**src/rtl/fifo_rd_framer_pkg.sv**
```systemverilog
// Shared types and defaults for the FIFO read-side framer.
package fifo_rd_framer_pkg;

    localparam int unsigned SYNC_W = 8;
    localparam int unsigned SEQ_W  = 8;

    localparam logic [SYNC_W-1:0] SYNC_DEFAULT     = 8'hA5;
    localparam logic [15:0]       PAD_WORD_DEFAULT = 16'h0000;

    typedef enum logic [1:0] {
        ST_IDLE,
        ST_PAYLOAD,
        ST_PAD,
        ST_CSUM
    } frm_state_e;

    typedef struct packed {
        logic [SYNC_W-1:0] sync;
        logic [SEQ_W-1:0]  seq;
    } hdr_t;

endpackage

```
**src/rtl/fifo_rd_prefetch.sv**
```systemverilog
// Two-entry prefetch buffer in front of the FIFO read port; one-cycle read latency.
module fifo_rd_prefetch #(
    parameter int unsigned DATA_W = 16
) (
    input  logic              clk_b,
    input  logic              rst_n,
    input  logic              empty,
    input  logic [DATA_W-1:0] dout_b,
    input  logic              pop,
    output logic              ren_b,
    output logic              buf_valid,
    output logic              inflight,
    output logic [DATA_W-1:0] buf_data
);

    logic [DATA_W-1:0] ent0_q, ent0_d;
    logic [DATA_W-1:0] ent1_q, ent1_d;
    logic [1:0]        cnt_q, cnt_d;
    logic [1:0]        cnt_after_pop;
    logic              inflight_q;
    logic              en_q;

    // en_q keeps ren_b low while reset is asserted and for the first edge after release
    assign ren_b     = en_q && !empty && ((cnt_q + 2'(inflight_q)) < 2'd2);
    assign buf_valid = (cnt_q != 2'd0);
    assign buf_data  = ent0_q;
    assign inflight  = inflight_q;

    always_comb begin
        ent0_d        = ent0_q;
        ent1_d        = ent1_q;
        cnt_after_pop = cnt_q - 2'(pop);
        if (pop) begin
            ent0_d = ent1_q;
        end
        if (inflight_q) begin
            if (cnt_after_pop == 2'd0) begin
                ent0_d = dout_b;
            end else begin
                ent1_d = dout_b;
            end
        end
        cnt_d = cnt_after_pop + 2'(inflight_q);
    end

    always_ff @(posedge clk_b or negedge rst_n) begin
        if (!rst_n) begin
            ent0_q     <= '0;
            ent1_q     <= '0;
            cnt_q      <= 2'd0;
            inflight_q <= 1'b0;
            en_q       <= 1'b0;
        end else begin
            ent0_q     <= ent0_d;
            ent1_q     <= ent1_d;
            cnt_q      <= cnt_d;
            inflight_q <= ren_b;
            en_q       <= 1'b1;
        end
    end

endmodule

```
**src/rtl/fifo_rd_framer.sv**
```systemverilog
// Pops FIFO words and emits header / FRAME_LEN payload / checksum frames on a valid/ready stream.
module fifo_rd_framer
    import fifo_rd_framer_pkg::*;
#(
    parameter int unsigned        DATA_W    = 16,
    parameter int unsigned        FRAME_LEN = 8,
    parameter int unsigned        TIMEOUT   = 16,
    parameter logic [SYNC_W-1:0]  SYNC      = SYNC_DEFAULT,
    parameter logic [DATA_W-1:0]  PAD_WORD  = DATA_W'(PAD_WORD_DEFAULT)
) (
    input  logic              clk_b,
    input  logic              rst_n,
    input  logic              empty,
    input  logic [DATA_W-1:0] dout_b,
    output logic              ren_b,
    output logic [DATA_W-1:0] m_data,
    output logic              m_valid,
    input  logic              m_ready,
    output logic              m_sof,
    output logic              m_eof,
    output logic [15:0]       frames_sent
);

    localparam int unsigned CNT_W    = 8;
    localparam int unsigned STARVE_W = $clog2(TIMEOUT + 1);

    frm_state_e          state_q, state_d;
    logic [CNT_W-1:0]    cnt_q, cnt_d;
    logic [STARVE_W-1:0] starve_q, starve_d;
    logic [DATA_W-1:0]   csum_q, csum_d;
    logic [SEQ_W-1:0]    seq_q, seq_d;
    logic [15:0]         frames_q, frames_d;
    logic [DATA_W-1:0]   m_data_q, m_data_d;
    logic                m_valid_q, m_valid_d;
    logic                m_sof_q, m_sof_d;
    logic                m_eof_q, m_eof_d;

    logic                pop;
    logic                buf_valid;
    logic                inflight;
    logic [DATA_W-1:0]   buf_data;
    logic                out_free;
    logic                word_avail;
    logic                start_frame;
    hdr_t                hdr;

    fifo_rd_prefetch #(
        .DATA_W (DATA_W)
    ) u_prefetch (
        .clk_b     (clk_b),
        .rst_n     (rst_n),
        .empty     (empty),
        .dout_b    (dout_b),
        .pop       (pop),
        .ren_b     (ren_b),
        .buf_valid (buf_valid),
        .inflight  (inflight),
        .buf_data  (buf_data)
    );

    assign out_free   = !m_valid_q || m_ready;
    // An in-flight read lands at this edge, so the header can go out alongside it
    assign word_avail = buf_valid || inflight;

    always_comb begin
        state_d     = state_q;
        cnt_d       = cnt_q;
        starve_d    = starve_q;
        csum_d      = csum_q;
        seq_d       = seq_q;
        frames_d    = frames_q;
        m_data_d    = m_data_q;
        m_valid_d   = m_valid_q;
        m_sof_d     = m_sof_q;
        m_eof_d     = m_eof_q;
        pop         = 1'b0;
        start_frame = 1'b0;
        hdr         = '{sync: SYNC, seq: '0};

        if (out_free) begin
            m_valid_d = 1'b0;
            m_sof_d   = 1'b0;
            m_eof_d   = 1'b0;
        end

        case (state_q)
            ST_IDLE: begin
                start_frame = out_free && word_avail;
            end
            ST_PAYLOAD: begin
                if (out_free) begin
                    if (buf_valid) begin
                        pop       = 1'b1;
                        m_data_d  = buf_data;
                        m_valid_d = 1'b1;
                        csum_d    = csum_q + buf_data;
                        cnt_d     = cnt_q + 1'b1;
                        starve_d  = '0;
                        if (cnt_q == CNT_W'(FRAME_LEN - 1)) begin
                            state_d = ST_CSUM;
                        end
                    end else if (!inflight) begin
                        if (starve_q == STARVE_W'(TIMEOUT - 1)) begin
                            state_d  = ST_PAD;
                            starve_d = '0;
                        end else begin
                            starve_d = starve_q + 1'b1;
                        end
                    end
                end
            end
            ST_PAD: begin
                if (out_free) begin
                    m_data_d  = PAD_WORD;
                    m_valid_d = 1'b1;
                    csum_d    = csum_q + PAD_WORD;
                    cnt_d     = cnt_q + 1'b1;
                    if (cnt_q == CNT_W'(FRAME_LEN - 1)) begin
                        state_d = ST_CSUM;
                    end
                end
            end
            ST_CSUM: begin
                if (out_free) begin
                    // m_eof_q marks the checksum already presented; out_free means it was taken
                    if (m_eof_q) begin
                        seq_d       = seq_q + 1'b1;
                        frames_d    = frames_q + 1'b1;
                        state_d     = ST_IDLE;
                        start_frame = word_avail;
                    end else begin
                        m_data_d  = csum_q;
                        m_valid_d = 1'b1;
                        m_eof_d   = 1'b1;
                    end
                end
            end
            default: begin
                state_d = ST_IDLE;
            end
        endcase

        hdr.seq = seq_d;
        if (start_frame) begin
            m_data_d  = DATA_W'(hdr);
            m_valid_d = 1'b1;
            m_sof_d   = 1'b1;
            m_eof_d   = 1'b0;
            state_d   = ST_PAYLOAD;
            cnt_d     = '0;
            csum_d    = '0;
            starve_d  = '0;
        end
    end

    always_ff @(posedge clk_b or negedge rst_n) begin
        if (!rst_n) begin
            state_q   <= ST_IDLE;
            cnt_q     <= '0;
            starve_q  <= '0;
            csum_q    <= '0;
            seq_q     <= '0;
            frames_q  <= '0;
            m_data_q  <= '0;
            m_valid_q <= 1'b0;
            m_sof_q   <= 1'b0;
            m_eof_q   <= 1'b0;
        end else begin
            state_q   <= state_d;
            cnt_q     <= cnt_d;
            starve_q  <= starve_d;
            csum_q    <= csum_d;
            seq_q     <= seq_d;
            frames_q  <= frames_d;
            m_data_q  <= m_data_d;
            m_valid_q <= m_valid_d;
            m_sof_q   <= m_sof_d;
            m_eof_q   <= m_eof_d;
        end
    end

    assign m_data      = m_data_q;
    assign m_valid     = m_valid_q;
    assign m_sof       = m_sof_q;
    assign m_eof       = m_eof_q;
    assign frames_sent = frames_q;

endmodule
```
**config.mk**
```make
export PLATFORM = sky130hd
export DESIGN_NAME = fifo_rd_framer
export DESIGN_NICKNAME = d
export VERILOG_FILES = /design/src/rtl/fifo_rd_framer_pkg.sv /design/src/rtl/fifo_rd_prefetch.sv /design/src/rtl/fifo_rd_framer.sv
export SDC_FILE = /design/constraint.sdc
export NUM_CORES = 1
export LEC_CHECK = 0
export CORE_MARGIN = 1.5
export CORE_UTILIZATION = 30
export DETAILED_ROUTE_END_ITERATION = 6
export PLACE_DENSITY = 0.52
export SETUP_SLACK_MARGIN = 0.05
export SLEW_MARGIN = 20
export SYNTH_ARGS = -nofsm -noshare
export SYNTH_HDL_FRONTEND = slang
export SYNTH_SLANG_ARGS = --single-unit
```
**constraint.sdc**
```tcl
create_clock -name clk_b -period 3.55 [get_ports clk_b]
set_input_delay 1.065 -clock clk_b [delete_from_list [all_inputs] [get_ports clk_b]]
set_output_delay 1.065 -clock clk_b [all_outputs]
set_load 0.05 [all_outputs]
```
Word-level counts from Yosys, hierarchy flattened
Index checks and enable logic that the tools add are counted.

Order comparisons: 1. Bitwise logic cells: 1. Add/subtract/negate cells: 8. Mux-type cells: 59. Eq/ne operators: 14. Reduce and logical (&&, ||, !) cells: 22.

Operators by type and width (count): 2-to-1 mux 16 bit (13); 2-to-1 mux 8 bit (7); one-hot mux 16 bit (3 select lines) (1); 2-to-1 mux 5 bit (6); inequality test 3 bit, second input constant (7); 2-to-1 mux 1 bit (19); 2-to-1 mux 2 bit (9); adder 16 x 1 -> 16 bit, second input constant (1); adder 16 bit (1); adder 8 x 1 -> 8 bit, second input constant (2); one-hot mux 8 bit (2 select lines) (1); AND reduction 3 bit (3); equality test 8 x 3 -> 1 bit, second input constant (1); inequality test 4 bit, second input constant (2); nonzero test 2 bit (4); AND reduction 7 bit (1); one-hot mux 2 bit (3 select lines) (1); AND reduction 6 bit (1); adder 5 x 1 -> 5 bit, second input constant (1); equality test 5 x 4 -> 1 bit, second input constant (1); adder 2 x 1 -> 2 bit (2); equality test 2 bit, second input constant (2); logical NOT 2 bit (2); AND reduction 4 bit (1); 12 further kinds (16).

Input bits: 20. Logic and storage cells: 120. Output and inout port bits: 36. Register bits after elaboration: 110.

Depth between registers and ports, before layout
Depth after elaboration: 8. Mapped depth: 12. Depth with buffers taken out: 9.

Hierarchy
From an unflattened synthesis, not the netlist that was laid out.

Cell total of the unflattened synthesis: 585. Area total of the unflattened synthesis: 5869.4 um2.

By module, submodules not included: fifo_rd_framer (cells each 466, area an instance 4340.4 um2, times used 1, sequential area each 1851.8 um2); fifo_rd_prefetch (cells each 119, area an instance 1529.0 um2, times used 1, sequential area each 900.9 um2).

Worst setup path after synthesis
No wires, ideal clock.

Kind: input -> register. From: input m_ready. To: register u_prefetch.ent1_q[10]. Required time: 3.425 ns. Setup slack: 0.215 ns. Library setup time: 0.125 ns. Stages on the path: 9. Buffers on the path: 2. Data arrival time: 3.210 ns. Path through: nand2b_4 -> nand3_1 -> clkinv_1 -> clkbuf_1 -> ha_1 -> xnor2_1 -> a21boi_1 -> buf_2 -> mux2_2.

Longest elaborated chain between the ends: 7.

Ends and longest elaborated chain: start, declared (RTL line fifo_rd_framer.sv:18) `input logic m_ready,`; logical OR 1 bit (RTL line fifo_rd_framer.sv:61) `assign out_free = !m_valid_q || m_ready;`; 2-to-1 mux 1 bit (RTL line fifo_rd_framer.sv:91) `if (out_free) begin`; 2-to-1 mux 1 bit (RTL line fifo_rd_framer.sv:86) `case (state_q)`; subtractor 2 x 1 -> 2 bit (RTL line fifo_rd_prefetch.sv:32) `cnt_after_pop = cnt_q - 2'(pop);`; logical NOT 2 bit (RTL line fifo_rd_prefetch.sv:37) `if (cnt_after_pop == 2'd0) begin`; NOT 1 bit (no line); AND reduction 2 bit (no line); end signal, assigned (RTL line fifo_rd_prefetch.sv:55) `ent1_q <= ent1_d;`; end, declared (RTL line fifo_rd_prefetch.sv:17) `logic [DATA_W-1:0] ent1_q, ent1_d;`.

No other way between the ends. A chain may end at the register's enable or synchronous reset.

Worst setup path in the final report
From: input empty. To: output ren_b.

Longest elaborated chain between the ends: 3.

Ends and longest elaborated chain: start, declared (RTL line fifo_rd_framer.sv:13) `input logic empty,`; logical NOT 1 bit (RTL line fifo_rd_prefetch.sv:24) `assign ren_b = en_q && !empty && ((cnt_q + 2'(inflight_q)) < 2'd2);`; logical AND 1 bit (2 in a row) (RTL line fifo_rd_prefetch.sv:24); end, declared (RTL line fifo_rd_framer.sv:15) `output logic ren_b,`.

No other way between the ends.

==> key figures <==
Synth
  – Area contributors post-synth: dfrtp_1, ha_1, nand2_1
  – Synth Warn #: 0
  – Unique masters post-synth: 60
  – Post-synth EDFFs: 0
  – Yosys reg bits: 110
  – Compound-Gate Fraction of Synth Area: 14.5%
  – Async SR Flop Fraction: 100%
  – Mapped Nets: 651
  – XOR/XNOR share of the synthesized area: 5.70%
  – Combinational family with the most area after synthesis: simple AND/OR/NAND/NOR gates
  – Syn Inst Count: 602
  – Top-count cell post-synth: dfrtp_1
  – Avg Inst Size Synth: 9.69 um2
  – Yosys top cell area share: 47.2%
  – Cell taking the most area after synthesis: dfrtp_1
  – Multiplexer share of the synthesized area: 5.19%
  – Post-synthesis simple-gate area fraction: 17.3%
  – Sequential-to-total area share from yosys stat: 47.2%
  – Synthesized cell area: 5830 um2
  – Main synth FF type: dfrtp_1
  – Synth top cells by count: dfrtp_1, nand2_1, nor2_1, a21oi_1, ha_1
  – Synth Area in Adders: 6.35%

CTS
  – Clk pin slew, worst setup/hold paths: 70 ps
  – Clk sinks: 110
  – Post-CTS sizing: 0
  – H-tree depth: 3
  – Postcts setup bufs: 0
  – Longest Clk Path Bufs: 2
  – Clk root buf: clkbuf_16
  – Number of buffers created by CTS: 9
  – Hold buffers post-CTS: 0
  – CTS tree: done
  – Clk_lat worst skew: 360 ps

Detailed routing
  – Initial DRC Count: 193
  – Detail Route Antenna Nets: 0
  – DR WL/cell: 14.6 um
  – Vias per cell: 4.85
  – Via count: 4,459
  – DRC Markers: 0
  – Total Wirelength: 13,400 um
  – First-pass DRT Iterations: 4

Die
  – Die H: 142 um
  – Die ar.: 20,300 um2
  – Initial core utilization: 30.9%
  – Die X: 142 um
  – Ports: 56
  – FP Rows: 50
  – Core ar.: 18,900 um2

STA
  – Slew Limit Fails: 0
  – Clock skew: 6.24 ps
  – Period utilisation layout: 88.9%
  – Worst hold margin: 466 ps
  – Final Setup Violations: 0
  – Fin. Hold Viols: 0
  – Setup TNS: 0 ps
  – RSZ-0062 raised after global routing: false
  – Worst slew pin tran: 697 ps
  – Minimum clock period: 3160 ps
  – Slew HR: 53.5%
  – Fmax: 0.317 GHz

Finish
  – Diode count: 0
  – Fillers: 1,900
  – Final net count: 703
  – Area Overhead vs Synth: 20.4%
  – Design Area, Final: 7020 um2
  – Share of cells above drive strength 1: 8.35%

Global routing
  – Global-route wire length before repair: 23,000 um
  – Vias in the first global route: 4,582
  – Total gr overflow: 0
  – Initial antenna violation count: 0
  – GRT Total Usage: 14.2%
  – Largest net degree at the start of global routing: 50

Run
  – MaxCap Viol Count: 0

Status
  – Status: completed

Critical path
  – Crit Path Category: primary input to output pin
  – CP max FO: 2
  – Crit path DAT: 2090 ps
  – Worst Path Required: 2480 ps
  – Startpoint Class: primary input
  – Worst Setup End Kind: output pin

Place
  – DP Area: 6710 um2
  – Final Wtd Congestion: 0.907
  – IO buf count: 55
  – DP Wirelength: 9520 um

Power and ir drop
  – Static Leak: 3.05 nW
  – Maximum vdd drop: 340 uV
  – Pwr/cell area: 918 nW/um2
  – Total power: 6.45 mW

Min path
  – Min-Delay Path Class: flop to flop
-- worst max-delay path: stages --
cell             delay (ps)
clkdlybuf4s50_1         390
nor3b_1                 430
buf_12                  200
-- state kept, by name, indices dropped and copies added (netlist names) --
register             count
csum_q                  16
frames_sent             16
m_data                  16
u_prefetch.buf_data     16
u_prefetch.ent1_q       16
cnt_q                    8
seq_q                    8
starve_q                 5
state_q                  2
u_prefetch.cnt_q         2
m_eof                    1
m_sof                    1
m_valid                  1
u_prefetch.en_q          1
u_prefetch.inflight      1
-- where the power goes --
group | leakage [nW] | switching [mW] | total [mW] | internal [mW]
Combinational | 1.49 | 1.96 | 3.28 | 1.32
Clock | 0.152 | 0.476 | 1.10 | 0.626
Sequential | 1.41 | 0.362 | 2.07 | 1.71
-- cells in the final DEF, fill, tap and decap left out, types with 11 or more instances in the layout --
cell type,netlist,routed
a31oi_1,19,19
clkdlybuf4s50_1,0,53
nand2_1,81,81
ha_1,28,28
nor3_1,11,11
nand3_1,25,25
xnor2_1,27,27
xor2_1,11,11
dfrtp_1,110,110
mux2_2,18,18
buf_4,1,12
a21oi_1,39,39
inv_1,22,22
o21ai_0,23,23
nor2_1,51,51
-- cells by family after synthesis --
group / count (synthesis)
other: 1
adder cells (fa/ha/maj): 29
flip-flops: 110
XOR/XNOR: 38
multiplexers: 28
AO/OA/AOI/OAI: 132
buffers and inverters: 51
AND/OR/NAND/NOR: 213
-- worst paths after layout --
check	to	from	slack, ps	cells past startpoint
worst min register to register	seq_q[7]$_DFF_PN0_	seq_q[7]$_DFF_PN0_	470	1
worst max-delay path	ren_b	empty	390	3
max in group asynchronous	csum_q[3]$_DFFE_PN0P_	rst_n	2080	2
min in group asynchronous	starve_q[3]$_DFFE_PN0P_	rst_n	720	1
worst min-delay path	seq_q[7]$_DFF_PN0_	seq_q[7]$_DFF_PN0_	470	1
worst max register to register	csum_q[12]$_DFFE_PN0P_	csum_q[0]$_DFFE_PN0P_	920	8
-- metal layers --
layer / share of wire, % / global-route usage (%) / vias to the layer above / routed length, um
met2: 44 / 22.1 / 92 / 5960
met5: 0 / 0 / - / 0
li1: - / - / 2220 / -
met4: 1.5 / 5.15 / 0 / 201
met1: 49 / 19.7 / 2133 / 6640
met3: 4.7 / 2.52 / 14 / 636
-- per-stage QoR --
| stage | cells | setup slack, ps | utilization, % |
|---|---|---|---|
| after floorplan | 602 | 215 | - |
| after global placement | 903 | 390 | 35.5 |
| after detailed placement | 903 | 365 | 35.5 |
| after CTS | 919 | 378 | 37.2 |
| after global routing | 919 | 287 | 37.2 |
| final | 919 | 395 | 37.2 |
-- cell type report --
type	instances	area (um2)	share of cell area, %
tap	260	325	4.63
sequential	110	2750	39.2
inverter	24	90.1	1.28
multi-input combinational	441	2860	40.7
timing repair buffer	68	681	9.69
clock buffer	12	236	3.37
clock inverter	4	77.6	1.10
Note: power is estimated with default switching activity, not from simulation.
